`config.mk`:
```
export PLATFORM = sky130hd
export DESIGN_NAME = mandel_iter_ctrl
export DESIGN_NICKNAME = d
export VERILOG_FILES = /design/src/rtl/mandel_iter_ctrl.sv
export SDC_FILE = /design/constraint.sdc
export NUM_CORES = 1
export LEC_CHECK = 0
export CORE_MARGIN = 2
export CORE_UTILIZATION = 54
export DETAILED_ROUTE_END_ITERATION = 10
export HOLD_SLACK_MARGIN = 0.06
export PLACE_DENSITY = 0.81
export SYNTH_ARGS = -nofsm -noshare
export SYNTH_HDL_FRONTEND = slang
export SYNTH_SLANG_ARGS = --single-unit
export TNS_END_PERCENT = 30
```
`constraint.sdc`:
```
create_clock -name clk -period 2.2 [get_ports clk]
set_input_delay 0.22 -clock clk [delete_from_list [all_inputs] [get_ports clk]]
set_output_delay 0.22 -clock clk [all_outputs]
set_load 0.005 [all_outputs]
```
`src/rtl/mandel_iter_ctrl.sv`:
```
// -----------------------------------------------------------------------------
// mandel_iter_ctrl
//
// Sequencer for a two-stage Mandelbrot iteration datapath. The module walks a
// frame pixel by pixel in raster order (x fastest). For each pixel it runs:
//   INIT, then (STAGE1, STAGE2, CHECK) repeated until escape or the limit,
//   then EMIT.
// It presents one result per pixel on a valid/ready output port.
//
// Handshake: out_valid is high only in EMIT. A result transfers on a rising
// edge where out_valid && out_ready. While out_valid is high and out_ready is
// low, out_x/out_y/out_iter are held and the sequencer stalls. out_valid
// never drops before the transfer.
//
// Ports
//   clk, rst             clock, synchronous active-high reset
//   start                begin a frame (only looked at in IDLE)
//   max_iter             iteration limit, latched on start (0 means 1)
//   escaped              datapath escape flag (only looked at in CHECK)
//   out_ready            downstream accepts a result
//   init                 datapath: load c / clear z for the current pixel
//   en_stage_1           datapath: advance pipeline stage 1
//   en_stage_2           datapath: advance pipeline stage 2
//   out_valid            result available
//   out_x, out_y         pixel coordinate of the result
//   out_iter             iteration count of the result
//   busy                 high whenever the sequencer is not IDLE
//   frame_done           one-cycle pulse after the last pixel's transfer
//   state_dbg            current FSM state encoding, for debug/checkers
// -----------------------------------------------------------------------------
module mandel_iter_ctrl #(
  parameter int H_RES  = 640,
  parameter int V_RES  = 480,
  parameter int ITER_W = 8,
  parameter int X_W    = $clog2(H_RES),
  parameter int Y_W    = $clog2(V_RES)
) (
  input  logic              clk,
  input  logic              rst,
  input  logic              start,
  input  logic [ITER_W-1:0] max_iter,
  input  logic              escaped,
  input  logic              out_ready,
  output logic              init,
  output logic              en_stage_1,
  output logic              en_stage_2,
  output logic              out_valid,
  output logic [X_W-1:0]    out_x,
  output logic [Y_W-1:0]    out_y,
  output logic [ITER_W-1:0] out_iter,
  output logic              busy,
  output logic              frame_done,
  output logic [2:0]        state_dbg
);

  typedef enum logic [2:0] {
    S_IDLE   = 3'd0,
    S_INIT   = 3'd1,
    S_STAGE1 = 3'd2,
    S_STAGE2 = 3'd3,
    S_CHECK  = 3'd4,
    S_EMIT   = 3'd5
  } state_t;

  localparam logic [X_W-1:0]    X_LAST   = X_W'(H_RES - 1);
  localparam logic [Y_W-1:0]    Y_LAST   = Y_W'(V_RES - 1);
  localparam logic [ITER_W-1:0] ITER_ONE = ITER_W'(1);

  state_t              state;
  logic [X_W-1:0]      x;
  logic [Y_W-1:0]      y;
  logic [ITER_W-1:0]   iter_cnt;
  logic [ITER_W-1:0]   lim;
  logic [X_W-1:0]      out_x_r;
  logic [Y_W-1:0]      out_y_r;
  logic [ITER_W-1:0]   out_iter_r;
  logic                frame_done_r;

  logic handshake;
  logic last_x;
  logic last_y;

  assign handshake = (state == S_EMIT) && out_ready;
  assign last_x    = (x == X_LAST);
  assign last_y    = (y == Y_LAST);

  // ---------------------------------------------------------------------------
  // Sequencer. All state, counters and result registers live here.
  // ---------------------------------------------------------------------------
  always_ff @(posedge clk) begin
    if (rst) begin
      state        <= S_IDLE;
      x            <= '0;
      y            <= '0;
      iter_cnt     <= '0;
      lim          <= '0;
      out_x_r      <= '0;
      out_y_r      <= '0;
      out_iter_r   <= '0;
      frame_done_r <= 1'b0;
    end else begin
      frame_done_r <= 1'b0;
      case (state)
        S_IDLE: begin
          if (start) begin
            // A limit of zero would never let CHECK terminate on count alone
            // before wrapping, so it is promoted to one iteration.
            lim   <= (max_iter == '0) ? ITER_ONE : max_iter;
            x     <= '0;
            y     <= '0;
            state <= S_INIT;
          end
        end

        S_INIT: begin
          iter_cnt <= '0;
          state    <= S_STAGE1;
        end

        S_STAGE1: begin
          state <= S_STAGE2;
        end

        S_STAGE2: begin
          iter_cnt <= iter_cnt + ITER_ONE;
          state    <= S_CHECK;
        end

        S_CHECK: begin
          // lim >= 1 and iter_cnt climbs by one per pass, so equality is
          // always reached before iter_cnt could pass lim or wrap.
          if (escaped || (iter_cnt == lim)) begin
            out_x_r    <= x;
            out_y_r    <= y;
            out_iter_r <= iter_cnt;
            state      <= S_EMIT;
          end else begin
            state <= S_STAGE1;
          end
        end

        S_EMIT: begin
          if (handshake) begin
            if (last_x && last_y) begin
              frame_done_r <= 1'b1;
              state        <= S_IDLE;
            end else if (last_x) begin
              x     <= '0;
              y     <= y + Y_W'(1);
              state <= S_INIT;
            end else begin
              x     <= x + X_W'(1);
              state <= S_INIT;
            end
          end
        end

        default: begin
          state <= S_IDLE;
        end
      endcase
    end
  end

  // ---------------------------------------------------------------------------
  // Moore outputs: decoded from the registered state only, so no input can
  // reach an output combinationally. The state decode makes the three
  // datapath enables mutually exclusive by construction.
  // ---------------------------------------------------------------------------
  assign init       = (state == S_INIT);
  assign en_stage_1 = (state == S_STAGE1);
  assign en_stage_2 = (state == S_STAGE2);
  assign out_valid  = (state == S_EMIT);
  assign busy       = (state != S_IDLE);
  assign frame_done = frame_done_r;

  // Result registers are loaded only on entry to EMIT, so they read zero
  // from reset until the first result and then keep the last result.
  assign out_x      = out_x_r;
  assign out_y      = out_y_r;
  assign out_iter   = out_iter_r;

  assign state_dbg  = state;

  // ---------------------------------------------------------------------------
  // Embedded properties
  // ---------------------------------------------------------------------------
  enables_onehot0 : assert property (@(posedge clk) disable iff (rst)
    $onehot0({init, en_stage_1, en_stage_2}));

  iter_within_lim : assert property (@(posedge clk) disable iff (rst)
    (state != S_IDLE) |-> (iter_cnt <= lim));

  result_stable : assert property (@(posedge clk) disable iff (rst)
    (out_valid && !out_ready) |=>
      (out_valid && $stable(out_x) && $stable(out_y) && $stable(out_iter)));

endmodule
```
==> impl_metrics.env <==
export IMPL_status="completed"
export IMPL_fillCellCount=472
export IMPL_drcViolationCount=0
export IMPL_ant_nets=0
export IMPL_path_max_fanout=9
export IMPL_cp_num_cells=4
export IMPL_core_sq_um=5850
export IMPL_track_usage=0.249
export IMPL_pre_cts_ws_ns=0.0872
export IMPL_maxCapViolCount=0
export IMPL_async_reset_ff_frac=0
export IMPL_synthAdderAreaFrac=0.0117
export IMPL_syn_nets=395
export IMPL_dieArea_sq_um=6590
export IMPL_rows=28
export IMPL_cp_required_ns=1.98
export IMPL_path_cells="nand3b_1 -> inv_2 -> buf_4 -> clkdlybuf4s50_1"
export IMPL_layout_commonest_cell="dfxtp_1"
export IMPL_synth_compound_area_frac=0.161
export IMPL_holdPathStages=2
export IMPL_ys_warn_count=0
export IMPL_slowest_stage="clkdlybuf4s50_1"
export IMPL_grt_pass1_wl_um=12700
export IMPL_holdBufCountCts=0
export IMPL_clk_path_buf_depth=2
export IMPL_drv_slew=0
export IMPL_cts_sinks=66
export IMPL_final_util=0.697
export IMPL_p_per_area_nw_per_um2=650
export IMPL_insertion_delay_ns=0.33
export IMPL_synth_main_ff_cell="dfxtp_1"
export IMPL_crit_path_end_kind="output pin"
export IMPL_arrival_ns=1.85
export IMPL_cts_tree="yes"
export IMPL_worstSetupStartpointType="register"
export IMPL_vdd_drop_max_mv=0.430
export IMPL_clockRootBuffer="clkbuf_8"
export IMPL_hold_viol_final=0
export IMPL_wl_per_cell_um=15.3
export IMPL_tns_ns=0
export IMPL_syn_inst=379
export IMPL_viasPerCell=6.02
export IMPL_synth_xor_area_frac=0.0409
export IMPL_hold_ws_ns=0.304
export IMPL_fmax_mhz=483
export IMPL_layout_common_cells="dfxtp_1 (64), clkdlybuf4s50_1 (47), nand2_1 (39)"
export IMPL_area_delta_synth_final_pct=26.8
export IMPL_critical_path_class="register to output pin"
export IMPL_n_antenna_cell=0
export IMPL_rsz0062_at_grt="false"
export IMPL_drt_iter0_markers=252
export IMPL_gr_total_overflow=0
export IMPL_die_h_um=81.2
export IMPL_dp_hpwl_um=5530
export IMPL_start_util=0.550
export IMPL_synthSimpleGateAreaFrac=0.337
export IMPL_post_cts_setup_buffers=0
export IMPL_clk_pin_slew_worst_paths_ns=0.07
export IMPL_synth_edff_count=0
export IMPL_slew_headroom=0.669
export IMPL_setup_viol=0
export IMPL_yosys_register_bits=66
export IMPL_cts_htree_levels=3
export IMPL_io_pins=49
export IMPL_numCtsBuffers=9
export IMPL_reg2reg_depth=7
export IMPL_seq_area_frac_synth=0.411
export IMPL_avgSynthCellArea_sq_um=8.48
export IMPL_first_pass_iters=7
export IMPL_crit_family="buffers and inverters"
export IMPL_synth_area_sq_um=3220
export IMPL_synth_cell_types=52
export IMPL_drt_total_wl_um=7920
export IMPL_antenna_found_initial=0
export IMPL_critPathBufInv=3
export IMPL_gp_congestion=0.925
export IMPL_vias=3108
export IMPL_grt_pass1_vias=2715
export IMPL_worstHoldPathType="input pin to register"
export IMPL_p_leak_nw=1.43
export IMPL_final_area_sq_um=4080
export IMPL_synth_top_family_by_area="simple AND/OR/NAND/NOR gates"
export IMPL_max_stage_delay_ns=0.52
export IMPL_final_nets=454
export IMPL_muxShareOfSynthArea=0.00623
export IMPL_port_buffers=48
export IMPL_fin_ws_ns=0.132
export IMPL_post_route_min_period_ns=2.07
export IMPL_layout_drive_gt1_share=0.113
export IMPL_grt_max_degree=60
export IMPL_dpl_cell_area_sq_um=3900
export IMPL_tightest_slew_ns=0.484
export IMPL_fin_crit_sh=0.940
export IMPL_die_w_um=81.2
export IMPL_fin_worst_skew_ns=0.00997
## cells in the mapped netlist, drive strengths merged (2+ instances only)
| cell type | n | area share |
|---|---|---|
| dfxtp | 66 | 0.41 |
| nand2 | 40 | 0.047 |
| o21ai | 33 | 0.051 |
| nand2b | 32 | 0.062 |
| nand4b | 26 | 0.071 |
| clkbuf | 21 | 0.025 |
| nor2 | 21 | 0.025 |
| a21oi | 19 | 0.030 |
| a31oi | 9 | 0.018 |
| nand3 | 9 | 0.014 |
| nor3 | 9 | 0.018 |
| xor2 | 9 | 0.025 |
| nand3b | 6 | 0.014 |
| xnor2 | 6 | 0.016 |
| a211oi | 5 | 0.012 |
| and3 | 5 | 0.0097 |
| nand4 | 5 | 0.0097 |
| or3 | 5 | 0.0097 |
| or4 | 5 | 0.012 |
| nor4 | 4 | 0.0078 |
| a311oi | 3 | 0.0082 |
| buf | 3 | 0.0047 |
| ha | 3 | 0.012 |
| inv | 3 | 0.0035 |
| nor2b | 3 | 0.0058 |
| o211ai | 3 | 0.0070 |
| and2 | 2 | 0.0039 |
| and4 | 2 | 0.0054 |
| mux2i | 2 | 0.0062 |
| nor4b | 2 | 0.010 |
| o22ai | 2 | 0.0039 |
| o31ai | 2 | 0.0047 |
## where the power goes
part           total, W  leakage [nW]  internal (W)  switching (W)
registers       0.00126         0.534       0.00122      0.0000353
logic          0.000461         0.801      0.000213       0.000248
clock network  0.000931        0.0918      0.000505       0.000426
## layout make-up
class	count	area, sq um	share of cell area
Multi-Input combinational cell	286	1800	0.440
Sequential cell	66	1320	0.325
Timing Repair Buffer	72	681	0.167
Clock buffer	10	128	0.0313
Tap cell	75	93.8	0.0230
Clock inverter	4	45.0	0.0110
Inverter	3	11.3	0.00276
## flip-flops by register name (all words and copies together), names as in the netlist
| name | cells |
|---|---|
| out_y | 9 |
| x | 10 |
| state_dbg | 3 |
| out_iter | 8 |
| frame_done | 1 |
| lim | 8 |
| y | 9 |
| iter_cnt | 8 |
| out_x | 10 |
## repair_timing
action,CTS,global route
gates resized for setup,0,5
hold endpoints to repair,0,0
endpoints found under the setup margin,0,8
## metrics by stage
step	total power [W]	instances
6_report	0.00265	516
5_1_grt	0.00276	516
4_1_cts	0.00266	516
3_5_place_dp	0.00174	502
3_3_place_gp	0.00173	502
2_1_floorplan	0.00155	379
## routing by layer
metal | global-route usage | up-vias | routed length, um
li1 | - | 1508 | -
met2 | 0.364 | 138 | 3560
met3 | 0.0578 | 17 | 504
met1 | 0.356 | 1445 | 3700
met5 | 0 | - | 0
met4 | 0.0932 | 0 | 153
## kinds of logic after synthesis
kind of cell,Yosys count
flip-flops,66
buffers and inverters,27
multiplexers,2
AND/OR/NAND/NOR,180
XOR/XNOR,15
AO/OA/AOI/OAI,86
adder cells (fa/ha/maj),3
## final timing paths
path	to	slack [ns]	from
max	out_valid	0.13	state_dbg[1]
min reg2reg	out_x[2]	0.47	out_x[2]
max reg2reg	x[5]	0.15	x[1]
min	iter_cnt[4]	0.30	rst
Power figures use the tool's default switching activity.
